[src/rtl/wb_dl11_uart.sv]
// rtl/wb_dl11_uart.sv - DL11-style console UART with Wishbone register slave, RX/TX FIFOs and 8N1 serdes

module wb_dl11_uart_fifo #(
    parameter int AW = 4
) (
    input  logic       clk,
    input  logic       reset,
    input  logic       push,
    input  logic       pop,
    input  logic [7:0] wdata,
    output logic [7:0] rdata,
    output logic       empty,
    output logic       full
);
    localparam int DEPTH = 1 << AW;

    logic [7:0]    mem [DEPTH];
    logic [AW-1:0] wr_ptr;
    logic [AW-1:0] rd_ptr;
    logic [AW:0]   count;
    logic          do_push;
    logic          do_pop;

    assign empty   = (count == '0);
    assign full    = (count == (AW+1)'(DEPTH));
    assign do_pop  = pop & ~empty;
    // A pop in the same cycle frees the slot, so a full FIFO still accepts the push.
    assign do_push = push & (~full | do_pop);
    assign rdata   = mem[rd_ptr];

    always_ff @(posedge clk) begin
        if (do_push) begin
            mem[wr_ptr] <= wdata;
        end
    end

    always_ff @(posedge clk or negedge reset) begin
        if (!reset) begin
            wr_ptr <= '0;
            rd_ptr <= '0;
            count  <= '0;
        end else begin
            if (do_push) begin
                wr_ptr <= wr_ptr + AW'(1);
            end
            if (do_pop) begin
                rd_ptr <= rd_ptr + AW'(1);
            end
            count <= count + {{AW{1'b0}}, do_push} - {{AW{1'b0}}, do_pop};
        end
    end
endmodule

module wb_dl11_uart #(
    parameter int CLK_DIV = 434,
    parameter int FIFO_AW = 4
) (
    input  logic        clk,
    input  logic        reset,
    input  logic [1:0]  wbs_adr_i,
    input  logic [15:0] wbs_dat_i,
    output logic [15:0] wbs_dat_o,
    input  logic        wbs_cyc_i,
    input  logic        wbs_stb_i,
    input  logic        wbs_we_i,
    input  logic [1:0]  wbs_sel_i,
    output logic        wbs_ack_o,
    input  logic        uart_rx,
    output logic        uart_tx,
    output logic        rx_irq,
    output logic        tx_irq
);
    localparam logic [15:0] DIV_M1  = 16'(CLK_DIV - 1);
    localparam logic [15:0] HALF_M1 = 16'(CLK_DIV / 2 - 1);

    typedef enum logic [1:0] {TX_IDLE, TX_START, TX_DATA, TX_STOP} tx_state_t;
    typedef enum logic [2:0] {RX_IDLE, RX_START, RX_DATA, RX_STOP, RX_WAIT} rx_state_t;

    logic        bus_req, bus_rd, bus_wr;
    logic        rcsr_wr, xcsr_wr, xbuf_wr, rcsr_rd, rbuf_rd;
    logic [15:0] rd_mux;
    logic        ovr, fe, rie, tie, brk;
    logic        ovr_set, fe_set;

    logic        rx_push, rx_empty, rx_full;
    logic [7:0]  rx_head;
    logic        tx_pop, tx_empty, tx_full;
    logic [7:0]  tx_head;

    logic [1:0]  rx_sync;
    logic        rx_s, rx_prev;
    rx_state_t   rx_state;
    logic [15:0] rx_cnt;
    logic [2:0]  rx_bitn;
    logic [7:0]  rx_shreg;
    logic        rx_stop_smp;

    tx_state_t   tx_state;
    logic [15:0] tx_cnt;
    logic [2:0]  tx_bitn;
    logic [7:0]  tx_shreg;
    logic        tx_line;

    logic        unused_bits;
    assign unused_bits = ^{wbs_sel_i[1], wbs_dat_i[15:8], wbs_dat_i[5:1]};

    // Every side effect is tied to the cycle that raises the acknowledge.
    assign bus_req = wbs_cyc_i & wbs_stb_i & ~wbs_ack_o;
    assign bus_rd  = bus_req & ~wbs_we_i;
    assign bus_wr  = bus_req & wbs_we_i & wbs_sel_i[0];
    assign rcsr_wr = bus_wr & (wbs_adr_i == 2'd0);
    assign xcsr_wr = bus_wr & (wbs_adr_i == 2'd2);
    assign xbuf_wr = bus_wr & (wbs_adr_i == 2'd3);
    assign rcsr_rd = bus_rd & (wbs_adr_i == 2'd0);
    assign rbuf_rd = bus_rd & (wbs_adr_i == 2'd1);

    always_comb begin
        rd_mux = 16'h0000;
        case (wbs_adr_i)
            2'd0:    rd_mux = {ovr, 1'b0, fe, 5'b0, ~rx_empty, rie, 6'b0};
            2'd1:    rd_mux = {8'h00, rx_empty ? 8'h00 : rx_head};
            2'd2:    rd_mux = {8'h00, ~tx_full, tie, 5'b0, brk};
            default: rd_mux = 16'h0000;
        endcase
    end

    assign rx_stop_smp = (rx_state == RX_STOP) && (rx_cnt == DIV_M1);
    assign rx_push     = rx_stop_smp & rx_s;
    assign fe_set      = rx_stop_smp & ~rx_s;
    assign ovr_set     = rx_push & rx_full & ~rbuf_rd;

    always_ff @(posedge clk or negedge reset) begin
        if (!reset) begin
            wbs_ack_o <= 1'b0;
            wbs_dat_o <= 16'h0000;
            ovr       <= 1'b0;
            fe        <= 1'b0;
            rie       <= 1'b0;
            tie       <= 1'b0;
            brk       <= 1'b0;
            rx_irq    <= 1'b0;
            tx_irq    <= 1'b0;
        end else begin
            wbs_ack_o <= bus_req;
            wbs_dat_o <= bus_rd ? rd_mux : 16'h0000;
            if (rcsr_wr) begin
                rie <= wbs_dat_i[6];
            end
            if (xcsr_wr) begin
                tie <= wbs_dat_i[6];
                brk <= wbs_dat_i[0];
            end
            // A new error event in the clearing cycle wins over the clear.
            if (ovr_set) begin
                ovr <= 1'b1;
            end else if (rcsr_rd) begin
                ovr <= 1'b0;
            end
            if (fe_set) begin
                fe <= 1'b1;
            end else if (rcsr_rd) begin
                fe <= 1'b0;
            end
            rx_irq <= rie & ~rx_empty;
            tx_irq <= tie & ~tx_full;
        end
    end

    wb_dl11_uart_fifo #(.AW(FIFO_AW)) u_rx_fifo (
        .clk   (clk),
        .reset (reset),
        .push  (rx_push),
        .pop   (rbuf_rd),
        .wdata (rx_shreg),
        .rdata (rx_head),
        .empty (rx_empty),
        .full  (rx_full)
    );

    wb_dl11_uart_fifo #(.AW(FIFO_AW)) u_tx_fifo (
        .clk   (clk),
        .reset (reset),
        .push  (xbuf_wr),
        .pop   (tx_pop),
        .wdata (wbs_dat_i[7:0]),
        .rdata (tx_head),
        .empty (tx_empty),
        .full  (tx_full)
    );

    // Loading straight from STOP keeps back-to-back frames gapless.
    assign tx_pop = ~tx_empty & ((tx_state == TX_IDLE) ||
                                 ((tx_state == TX_STOP) && (tx_cnt == DIV_M1)));

    always_ff @(posedge clk or negedge reset) begin
        if (!reset) begin
            tx_state <= TX_IDLE;
            tx_cnt   <= 16'h0000;
            tx_bitn  <= 3'd0;
            tx_shreg <= 8'h00;
            tx_line  <= 1'b1;
        end else begin
            tx_line <= (tx_state == TX_START) ? 1'b0 :
                       (tx_state == TX_DATA)  ? tx_shreg[0] : 1'b1;
            case (tx_state)
                TX_IDLE: begin
                    tx_cnt <= 16'h0000;
                    if (!tx_empty) begin
                        tx_state <= TX_START;
                        tx_shreg <= tx_head;
                    end
                end
                TX_START: begin
                    if (tx_cnt == DIV_M1) begin
                        tx_cnt   <= 16'h0000;
                        tx_bitn  <= 3'd0;
                        tx_state <= TX_DATA;
                    end else begin
                        tx_cnt <= tx_cnt + 16'd1;
                    end
                end
                TX_DATA: begin
                    if (tx_cnt == DIV_M1) begin
                        tx_cnt   <= 16'h0000;
                        tx_shreg <= {1'b0, tx_shreg[7:1]};
                        tx_bitn  <= tx_bitn + 3'd1;
                        if (tx_bitn == 3'd7) begin
                            tx_state <= TX_STOP;
                        end
                    end else begin
                        tx_cnt <= tx_cnt + 16'd1;
                    end
                end
                TX_STOP: begin
                    if (tx_cnt == DIV_M1) begin
                        tx_cnt <= 16'h0000;
                        if (!tx_empty) begin
                            tx_state <= TX_START;
                            tx_shreg <= tx_head;
                        end else begin
                            tx_state <= TX_IDLE;
                        end
                    end else begin
                        tx_cnt <= tx_cnt + 16'd1;
                    end
                end
                default: tx_state <= TX_IDLE;
            endcase
        end
    end

    assign uart_tx = tx_line & ~brk;

    assign rx_s = rx_sync[1];

    always_ff @(posedge clk or negedge reset) begin
        if (!reset) begin
            rx_sync  <= 2'b11;
            rx_prev  <= 1'b1;
            rx_state <= RX_IDLE;
            rx_cnt   <= 16'h0000;
            rx_bitn  <= 3'd0;
            rx_shreg <= 8'h00;
        end else begin
            rx_sync <= {rx_sync[0], uart_rx};
            rx_prev <= rx_s;
            case (rx_state)
                RX_IDLE: begin
                    rx_cnt <= 16'h0000;
                    if (rx_prev && !rx_s) begin
                        rx_state <= RX_START;
                    end
                end
                RX_START: begin
                    if (rx_cnt == HALF_M1) begin
                        rx_cnt  <= 16'h0000;
                        rx_bitn <= 3'd0;
                        // A start bit that is already high again at mid-bit is a glitch.
                        rx_state <= rx_s ? RX_IDLE : RX_DATA;
                    end else begin
                        rx_cnt <= rx_cnt + 16'd1;
                    end
                end
                RX_DATA: begin
                    if (rx_cnt == DIV_M1) begin
                        rx_cnt   <= 16'h0000;
                        rx_shreg <= {rx_s, rx_shreg[7:1]};
                        rx_bitn  <= rx_bitn + 3'd1;
                        if (rx_bitn == 3'd7) begin
                            rx_state <= RX_STOP;
                        end
                    end else begin
                        rx_cnt <= rx_cnt + 16'd1;
                    end
                end
                RX_STOP: begin
                    if (rx_cnt == DIV_M1) begin
                        rx_cnt   <= 16'h0000;
                        rx_state <= rx_s ? RX_IDLE : RX_WAIT;
                    end else begin
                        rx_cnt <= rx_cnt + 16'd1;
                    end
                end
                RX_WAIT: begin
                    if (rx_s) begin
                        rx_state <= RX_IDLE;
                    end
                end
                default: rx_state <= RX_IDLE;
            endcase
        end
    end
endmodule

[config.mk]
export PLATFORM = sky130hd
export DESIGN_NAME = wb_dl11_uart
export DESIGN_NICKNAME = d
export VERILOG_FILES = /design/src/rtl/wb_dl11_uart.sv
export SDC_FILE = /design/constraint.sdc
export NUM_CORES = 1
export LEC_CHECK = 0
export ABC_AREA = 1
export BUFFER_PORTS_ARGS = -buffer_cell sky130_fd_sc_hd__buf_2
export CORE_MARGIN = 4
export CORE_UTILIZATION = 45
export CTS_BUF_LIST = sky130_fd_sc_hd__clkbuf_16
export CTS_CLUSTER_SIZE = 30
export DETAILED_ROUTE_END_ITERATION = 10
export GPL_TIMING_DRIVEN = 0
export SYNTH_ARGS = -nofsm -noshare
export SYNTH_HDL_FRONTEND = slang
export SYNTH_SLANG_ARGS = --single-unit
[constraint.sdc]
create_clock -name clk -period 3.89 [get_ports clk]
set_input_delay 0.389 -clock clk [delete_from_list [all_inputs] [get_ports clk]]
set_output_delay 0.389 -clock clk [all_outputs]
set_load 0.02 [all_outputs]
== Word-level counts from Yosys, hierarchy flattened ==
Memories as Yosys holds them, arrays and structs flattened.
Index checks and enable logic that the tools add are counted.

* $add $sub $neg: 12
* Equal/unequal tests: 28
* Muxes and demuxes: 43
* Bitwise operators: 33
* Reduce and logical (&&, ||, !) cells: 24

{| class="wikitable"
|+ Operator list
! operator !! number
|-
| $pmux 16 s3 || 2
|-
| $mux 16 || 4
|-
| $mux 3 || 11
|-
| $add 16x1->16 const B || 2
|-
| $eq 16x9->1 const B || 2
|-
| $mux 8 || 4
|-
| $pmux 16 s2 || 1
|-
| $pmux 8 s3 || 1
|-
| $and 1x1->1 || 22
|-
| $add 4x1->4 const B || 4
|-
| $eq 16x8->1 const B || 1
|-
| $ne 2x2->1 const B || 8
|-
| $pmux 3 s5 || 1
|-
| $mux 2 || 6
|-
| $pmux 3 s2 || 2
|-
| $add 5x1->5 || 2
|-
| $eq 5x5->1 const B || 2
|-
| $logic_not 5->1 || 2
|-
| $mux 1 || 10
|-
| $sub 5x1->5 || 2
|-
| $eq 3x3->1 const B || 3
|-
| $not 1->1 || 9
|-
| $reduce_and 3->1 || 3
|-
| $eq 2x2->1 const B || 4
|-
| other kinds (19) || 32
|}

* Register bits after elaboration: 113
* RAM bits: 256
* Input port bits: 26
* Output and inout port bits: 20
* Word-level logic and storage cells: 168
* Memories: 2

{| class="wikitable"
|+ Memory list
! memory !! depth !! bits a word !! rd ports !! clocked after Yosys merged registers in !! wr ports !! line !! text
|-
| u_rx_fifo.mem || 16 || 8 || 1 || 0 || 1 || 17 || <nowiki>logic [7:0] mem [DEPTH];</nowiki>
|-
| u_tx_fifo.mem || 16 || 8 || 1 || 0 || 1 || 17 ||
|}

== Longest topological paths before layout ==
Gate-level depths: netlist (run 1).

* Word-level depth: 9
* Gate-level depth with buffers: 15
* Mapped depth without buffers: 15

== Hierarchy ==
From an unflattened synthesis (run 1), not the netlist that was laid out.

* Cells, all modules: 1792
* Area total of the unflattened synthesis: 16960.0 um2

{| class="wikitable"
|+ Modules (own cells, without submodules)
! module !! times used !! cells each !! area each (um2) !! seq. area each (um2)
|-
| wb_dl11_uart_fifo || 2 || 622 || 6284.8 || 4169.0
|-
| wb_dl11_uart || 1 || 548 || 4390.5 || 2031.9
|}

== Worst setup path after synthesis (run 1) ==
Ideal clock, no wire load.

* Kind: register to register
* Start: register tx_state[0]
* End: register u_tx_fifo.count[4]
* Setup time: 0.079 ns
* Arrival: 2.644 ns
* Data required time: 3.811 ns
* Setup slack: 1.167 ns
* Stages on the path, launching flop included: 14
* Buffers on the path: 1
* Clock period less this slack: 2.723 ns
* Path through: dfrtp_1 > inv_1 > ha_1 > clkbuf_1 > or2_2 > nand3_1 > inv_2 > ha_1 > inv_1 > ha_1 > inv_1 > fa_1 > o21ai_0 > xor2_1

* Word-level cells in the longest chain between the ends: 9
* Elaborated cells on any way between the ends: 10
* Classes of those cells: add/sub (2); eq/ne (1); bitwise (4); reduce/logical (3)

{| class="wikitable"
|+ Ends and longest elaborated chain
! element !! line !! text
|-
| start: declaration || 98 || <nowiki>tx_state_t tx_state;</nowiki>
|-
| start signal: assignment || 197 || <nowiki>tx_state <= TX_IDLE;</nowiki>
|-
| start signal: assignment || 209 || <nowiki>tx_state <= TX_START;</nowiki>
|-
| start signal: assignment || 217 || <nowiki>tx_state <= TX_DATA;</nowiki>
|-
| $eq 2x2->1 || 193 || <nowiki>((tx_state == TX_STOP) && (tx_cnt == DIV_M1)));</nowiki>
|-
| $logic_and 1x1->1 || 193 ||
|-
| $logic_or 1x1->1 (*) || 192 || <nowiki>assign tx_pop = ~tx_empty & ((tx_state == TX_IDLE) ||</nowiki>
|-
| $and 1x1->1 (*) || 192 ||
|-
| $and 1x1->1 (*) || 26 || <nowiki>assign do_pop = pop & ~empty;</nowiki>
|-
| via u_tx_fifo.do_pop || 22 || <nowiki>logic do_pop;</nowiki>
|-
| $or 1x1->1 || 28 || <nowiki>assign do_push = push & (~full | do_pop);</nowiki>
|-
| $and 1x1->1 || 28 ||
|-
| $add 5x1->5 || 49 || <nowiki>count <= count + {{AW{1'b0}}, do_push} - {{AW{1'b0}}, do_pop};</nowiki>
|-
| $sub 5x1->5 (*) || 49 ||
|-
| end signal: assignment || 49 ||
|-
| end: declaration || 20 || <nowiki>logic [AW:0] count;</nowiki>
|}

The timed path passes the listed nets; every way through them passes the cells marked *.
A chain may end at the register's enable or synchronous reset.

== Final worst setup path (run 1) ==
Ends and elaborated chain as after synthesis.

==> results of run 1 <==
-- power by group --
part,switching [W],internal [W],total (W),leakage [nW]
registers,0.000108,0.00427,0.00437,3.94
clock network,0.00151,0.00218,0.00368,0.677
logic,0.00135,0.000657,0.00200,2.99
total,0.00296,0.00710,0.0101,7.61
-- flip-flops by register name, indices dropped and copies added, names as in the netlist, 5 cells and up --
register and cells:
u_rx_fifo.mem 128, u_tx_fifo.mem 128, rx_cnt 16, tx_cnt 16, wbs_dat_o 10, rx_shreg 8
tx_shreg 8, u_rx_fifo.count 5, u_tx_fifo.count 5
-- worst reg2reg max path: stages (launching register included) --
cell      delay [ns]
dfrtp_1         0.45
inv_1           0.14
ha_1            0.15
clkbuf_1        0.38
inv_1           0.20
nand2_4         0.20
nand3_1         0.17
inv_2           0.19
ha_1            0.25
inv_1           0.06
ha_1            0.17
inv_1           0.06
fa_1            0.40
o21ai_0         0.24
xor2_1          0.16
-- cell families (layout without fill, tap and decap cells) --
family	Yosys count	after routing	share of synthesized area
AOI/OAI and AO/OA	247	247	0.0867
buffers and inverters	249	355	0.0625
and+or+nand+nor	590	590	0.162
DFF	363	363	0.640
adders and majority gates	39	39	0.0310
xor gates and xnor gates	31	31	0.0168
muxes	2	2	0.00131
other	1	7	0.000231
-- how the worst max path moves through the flow --
| stage | startpoint | slack, ns | to | cells after the start |
|---|---|---|---|---|
| final | tx_state[0] | 0.59 | u_tx_fifo.count[4] | 14 |
| after global routing | tx_state[0] | 0.33 | u_tx_fifo.count[4] | 14 |
| after CTS | tx_state[0] | 0.55 | u_tx_fifo.count[4] | 14 |
| after detailed placement | tx_state[0] | 0.55 | u_tx_fifo.count[4] | 14 |
| after global placement | tx_state[0] | 0.63 | u_tx_fifo.count[4] | 14 |
| after floorplan | tx_state[0] | 1.17 | u_tx_fifo.count[4] | 13 |
-- per-stage QoR --
step | hold WS (ns) | power [W] | area (µm²) | utilization | std cells
after floorplan | 0.0934 | 0.00582 | 16200 | - | 1527
after global placement | 0.347 | 0.00639 | 17000 | 0.477 | 2018
after detailed placement | 0.254 | 0.00644 | 17000 | 0.478 | 2019
after CTS | 0.0729 | 0.0101 | 18300 | 0.514 | 2094
after global routing | 0.104 | 0.0106 | 18300 | 0.514 | 2094
final | 0.0944 | 0.0101 | 18300 | 0.514 | 2095
-- final cells by class --
cell class                 instances  area, µm²  area share
clock buffer                      41       1030      0.0561
tap                              461        577      0.0315
sequential                       363      10400       0.567
multi-input combinational        915       4840       0.265
clock inverter                    32        249      0.0136
buffer                            62        305      0.0167
inverter                         187        707      0.0387
antenna                            1       2.50    0.000137
timing repair buffer              33        204      0.0112
-- synth_stat cells (2+ instances only) --
master,count,area share
nand3_2,6,0.0037
dfstp_2,4,0.0065
ha_1,37,0.029
nor2_2,7,0.0027
o22ai_1,10,0.0039
inv_1,174,0.040
nand2_4,4,0.0028
nor4_1,5,0.0019
or2_2,3,0.0012
a31oi_1,2,0.00077
inv_2,7,0.0016
buf_1,8,0.0019
edfxtp_1,256,0.47
xnor2_1,6,0.0032
nand2_2,6,0.0023
buf_2,22,0.0068
xor2_1,25,0.014
fa_1,2,0.0025
nor3_1,15,0.0046
o211ai_1,53,0.025
nor2_1,173,0.040
o21ai_1,7,0.0022
nand3_1,132,0.041
buf_4,8,0.0037
clkinv_1,5,0.0012
and3_1,2,0.00077
buf_6,2,0.0014
o21ai_0,122,0.038
o21bai_1,2,0.00093
nand4_1,13,0.0050
a21oi_1,46,0.014
nand2_1,217,0.050
nor3_2,3,0.0019
clkbuf_1,22,0.0051
dfrtp_1,103,0.16
-- routing by layer --
metal / up-vias / track usage
met4: 0 / 0.0645
li1: 5347 / -
met3: 77 / 0.0284
met2: 349 / 0.306
met5: - / 0
met1: 5263 / 0.266
==> results.toml, run 1 <==
[clock_tree]
clk_pin_slew_ns = 0.06
cts_buffer_depth = 3
cts_setup_buffers = 0
insertion_delay_ns = 0.53
cts_tree = "done"
clock-sinks = 363
cts_hold_buf = 2
post_cts_resized = 0
cts_inserted_buffers = 40
cts_max_level = 2
clock-root-buffer = "clkbuf_16"

[synthesis]
synth_area_um2 = 16200
ys_types = 48
yosys_warnings = 0
avgSynthCellArea_um2 = 10.6
yosysSeqAreaShare = 0.640
synthCells = 1522
synth-edff-count = 256
async_reset_ff_frac = 0.295
synth_seq_cells = 363
ys.flop_type = "edfxtp_1"

[setup_path]
path_class = "flop to flop"
rrSetupSlack_ns = 0.59
path_cells = "inv_1 -> ha_1 -> clkbuf_1 -> inv_1 -> nand2_4 -> nand3_1 -> inv_2 -> ha_1 -> inv_1 -> ha_1 -> inv_1 -> fa_1 -> o21ai_0 -> xor2_1"
max_stage_delay_ns = 0.45
crit_slowest_cell = "dfrtp_1"
crit_path_end_kind = "flop"
cp.required_ns = 4.34
crit_family = "buffers and inverters"
crit_path_start_kind = "flop"
cp_max_fo = 10
ff2ff_path_depth = 14
crit_arrival_ns = 3.75
timing.rr.end = "u_tx_fifo.count[4]"
crit_top_cell = "inv_1"
cp.buffers_inverters = 6
worstReg2RegStart = "tx_state[0]"

[power_and_ir_drop]
worst_ir_drop_vdd_v = 0.000342
leakagePower_nw = 7.61
powerDensity_nw_per_um2 = 550

[global_route]
grt_pass1_vias = 10619
overflow = 0
grt_usage = 0.190
antenna_found_initial = 1
grt_max_degree = 93
grt_pass1_wl_um = 58700

[placement]
gp_congestion = 0.986
port_buffers = 30
place_hpwl_um = 25300
dp_slack_ns = 0.555

[detailed_routing]
wl_met3_um = 2190
drt_wl_total_um = 37100
vias_per_cell = 5.27
dr.first_iter.drc_count = 806
drc_errors = 0
drt-pass1-iter-count = 6
wl_met1_um = 16400
routedWlPerCell_um = 17.7
dr_total_vias = 11036
ant_nets = 0
met2_length_um = 17400
highest_layer = "met4"

[cells_and_area]
n_fill_cell = 3185
final_nets = 1667
area_growth_pct = 12.8
layout_common_cells = "edfxtp_1, nand2_1, inv_1"
mostFrequentLayoutCell = "edfxtp_1"
drive_gt1_frac = 0.0986

[timing]
min_period_ns = 3.30
maxSlewHeadroom = 0.241
fin_ws_ns = 0.591
min_period_over_period = 0.848
grt_setup_unrepaired = "false"
fmax_mhz = 303
finalSetupViolations = 0
finClkSkew_ns = 0.0140
maxSlewViolCount = 0
hold_viol_final = 0
fin_setup_tns_ns = 0
worstMarginPinSlew_ns = 1.13

[die]
rows = 69
initial_core_util = 0.456
die_h_um = 198
fp.coreArea_um2 = 35600
dieArea_um2 = 39100
die_w_um = 198
ios = 46

[worst_hold_path]
hp-start = "wbs_stb_i"
min-delay-path-class = "input port to flop"
holdPathEnd = "wbs_ack_o"
hold-path-cell-count = 3

[run_status]
status = "finished, final reports clean"

[job]
drv_cap = 0
No activity file was read; power rests on OpenSTA's default activity.
==> run 2, diff against run 1 <==
==> constraint.sdc (replaced) <==
create_clock -name clk -period 3.45 [get_ports clk]
set_input_delay 0.345 -clock clk [delete_from_list [all_inputs] [get_ports clk]]
set_output_delay 0.345 -clock clk [all_outputs]
set_load 0.02 [all_outputs]
==> results.toml, run 2 (synthesis results as in run 1) <==
[run_status]
status = "finished, final reports clean"

[setup_path]
crit_path_end_kind = "flop"
crit_slowest_cell = "dfrtp_1"
cp.buffers_inverters = 5
cp.depth = 13
crit_top_cell = "inv_1"
crit_arrival_ns = 3.59
cp_max_fo = 10
ff2ff_path_depth = 13
crit_family = "adder cells"
path_class = "flop to flop"
path_cells = "inv_1 -> ha_1 -> inv_1 -> nand2_4 -> nand3_1 -> inv_2 -> ha_1 -> inv_1 -> ha_1 -> inv_1 -> fa_1 -> o21ai_0 -> xor2_1"
crit_path_start_kind = "flop"
max_stage_delay_ns = 0.45
cp.required_ns = 3.90

[timing]
grt_setup_unrepaired = "false"
maxSlewHeadroom = 0.227
maxSlewViolCount = 0
fin_setup_tns_ns = 0
finalSetupViolations = 0
fin_ws_ns = 0.311
min_period_over_period = 0.910
worstMarginPinSlew_ns = 1.15
fmax_mhz = 319
hold_viol_final = 0
min_period_ns = 3.14
finClkSkew_ns = 0.0135

[placement]
dp.cells = 2019
dpl_cell_area_um2 = 17000
place_hpwl_um = 25300
gp_congestion = 0.986
dp_slack_ns = 0.115
port_buffers = 30

[clock_tree]
cts_buffer_depth = 3
clk_pin_slew_ns = 0.06
cts_setup_buffers = 0
cts_max_level = 2
insertion_delay_ns = 0.53
cts_tree = "done"
clock-sinks = 363
clock-root-buffer = "clkbuf_16"
cts_inserted_buffers = 40

[power_and_ir_drop]
pwr-share-comb = 0.200
worst_ir_drop_vdd_v = 0.000387
powerDensity_nw_per_um2 = 620
swShare = 0.294
seq_power_share = 0.435
pwr-share-clk = 0.365
p_int_w = 0.00800
leakagePower_nw = 7.61
p_sw_w = 0.00333

[die]
ios = 46
die_w_um = 198
die_h_um = 198
fp.coreArea_um2 = 35600
dieArea_um2 = 39100
rows = 69
initial_core_util = 0.456

[worst_hold_path]
min-delay-path-class = "input port to flop"
hold-path-cell-count = 3

[detailed_routing]
drt_wl_total_um = 37200
drt-pass1-iter-count = 5
drc_errors = 0
dr.first_iter.drc_count = 813
routedWlPerCell_um = 17.8
dr_total_vias = 11044
ant_nets = 0
vias_per_cell = 5.27

[global_route]
grt_usage = 0.190
grt_max_degree = 93
grt_pass1_vias = 10619
antenna_found_initial = 1
overflow = 0
grt_pass1_wl_um = 58700

[cells_and_area]
area_growth_pct = 12.8
layout_common_cells = "edfxtp_1, nand2_1, inv_1"
drive_gt1_frac = 0.0987
mostFrequentLayoutCell = "edfxtp_1"
final_cells = 2094
reg_top3 = "u_rx_fifo.mem x128, u_tx_fifo.mem x128"
postLayoutCoreUtil = 0.514
final_nets = 1666
design_area_um2 = 18300

[job]
drv_cap = 0
==> run 2: changes by cell type in the layout (fill, tap and decap cells not counted), sizes merged <==
cell and change:
clkbuf -1
==> run 2: layout make-up <==
cell class                      instances  area [µm²]
Fill cell                            3186       17300
Sequential cell                       363       10400
Multi-Input combinational cell        915        4840
Clock buffer                           41        1030
Inverter                              187         707
Tap cell                              461         577
Buffer                                 61         302
Clock inverter                         32         249
Timing Repair Buffer                   33         204
Antenna cell                            1        2.50
==> run 2: per-layer routing <==
| layer | track usage | part of all wire | routed length (µm) | vias to the layer above |
|---|---|---|---|---|
| li1 | - | - | - | 5352 |
| met1 | 0.266 | 0.44 | 16500 | 5272 |
| met2 | 0.306 | 0.47 | 17400 | 342 |
| met3 | 0.0284 | 0.058 | 2180 | 78 |
| met4 | 0.0645 | 0.031 | 1140 | 0 |
| met5 | 0 | 0 | 0 | - |
==> run 2: power by group through the flow <==
stage	sequential, W	combinational [W]	clock (W)
global placement	0.00501	0.00220	0
finish	0.00493	0.00226	0.00414
floorplan	0.00500	0.00156	0
CTS	0.00493	0.00226	0.00423
detailed placement	0.00501	0.00226	0
global route	0.00495	0.00255	0.00442
==> run 2: worst reg2reg max path, delay by kind of cell, from the launching register on <==
family                     cells  cell delay (ns)
adders and majority gates      4             1.22
AOI/OAI and AO/OA              1             0.24
buffers and inverters          5             0.63
and+or+nand+nor                2             0.36
xor gates and xnor gates       1             0.16
DFF                            1             0.45
==> run 2: repair_timing <==
item / CTS / global route
endpoints found under the hold margin: 16 / 0
setup endpoints to repair: 0 / 1
hold buffers: 2 / 0
gates resized for setup: 0 / 0
==> run 2: per-stage QoR <==
stage / power, W / hold slack [ns]
after floorplan: 0.00656 / 0.0494
after global routing: 0.0119 / 0.0599
final: 0.0113 / 0.0508
after CTS: 0.0114 / 0.0289
after global placement: 0.00721 / 0.347
after detailed placement: 0.00727 / 0.210
==> run 2: worst paths after layout <==
| kind | from | end | slack (ns) |
|---|---|---|---|
| max | tx_state[0] | u_tx_fifo.count[4] | 0.31 |
| min | wbs_stb_i | wbs_ack_o | 0.05 |
| max reg2reg | tx_state[0] | u_tx_fifo.count[4] | 0.31 |
| min reg2reg | rx_sync[0] | rx_sync[1] | 0.36 |
| max in group asynchronous | reset | rx_sync[0] | 2.47 |
| min in group asynchronous | reset | wbs_dat_o[1] | 0.24 |
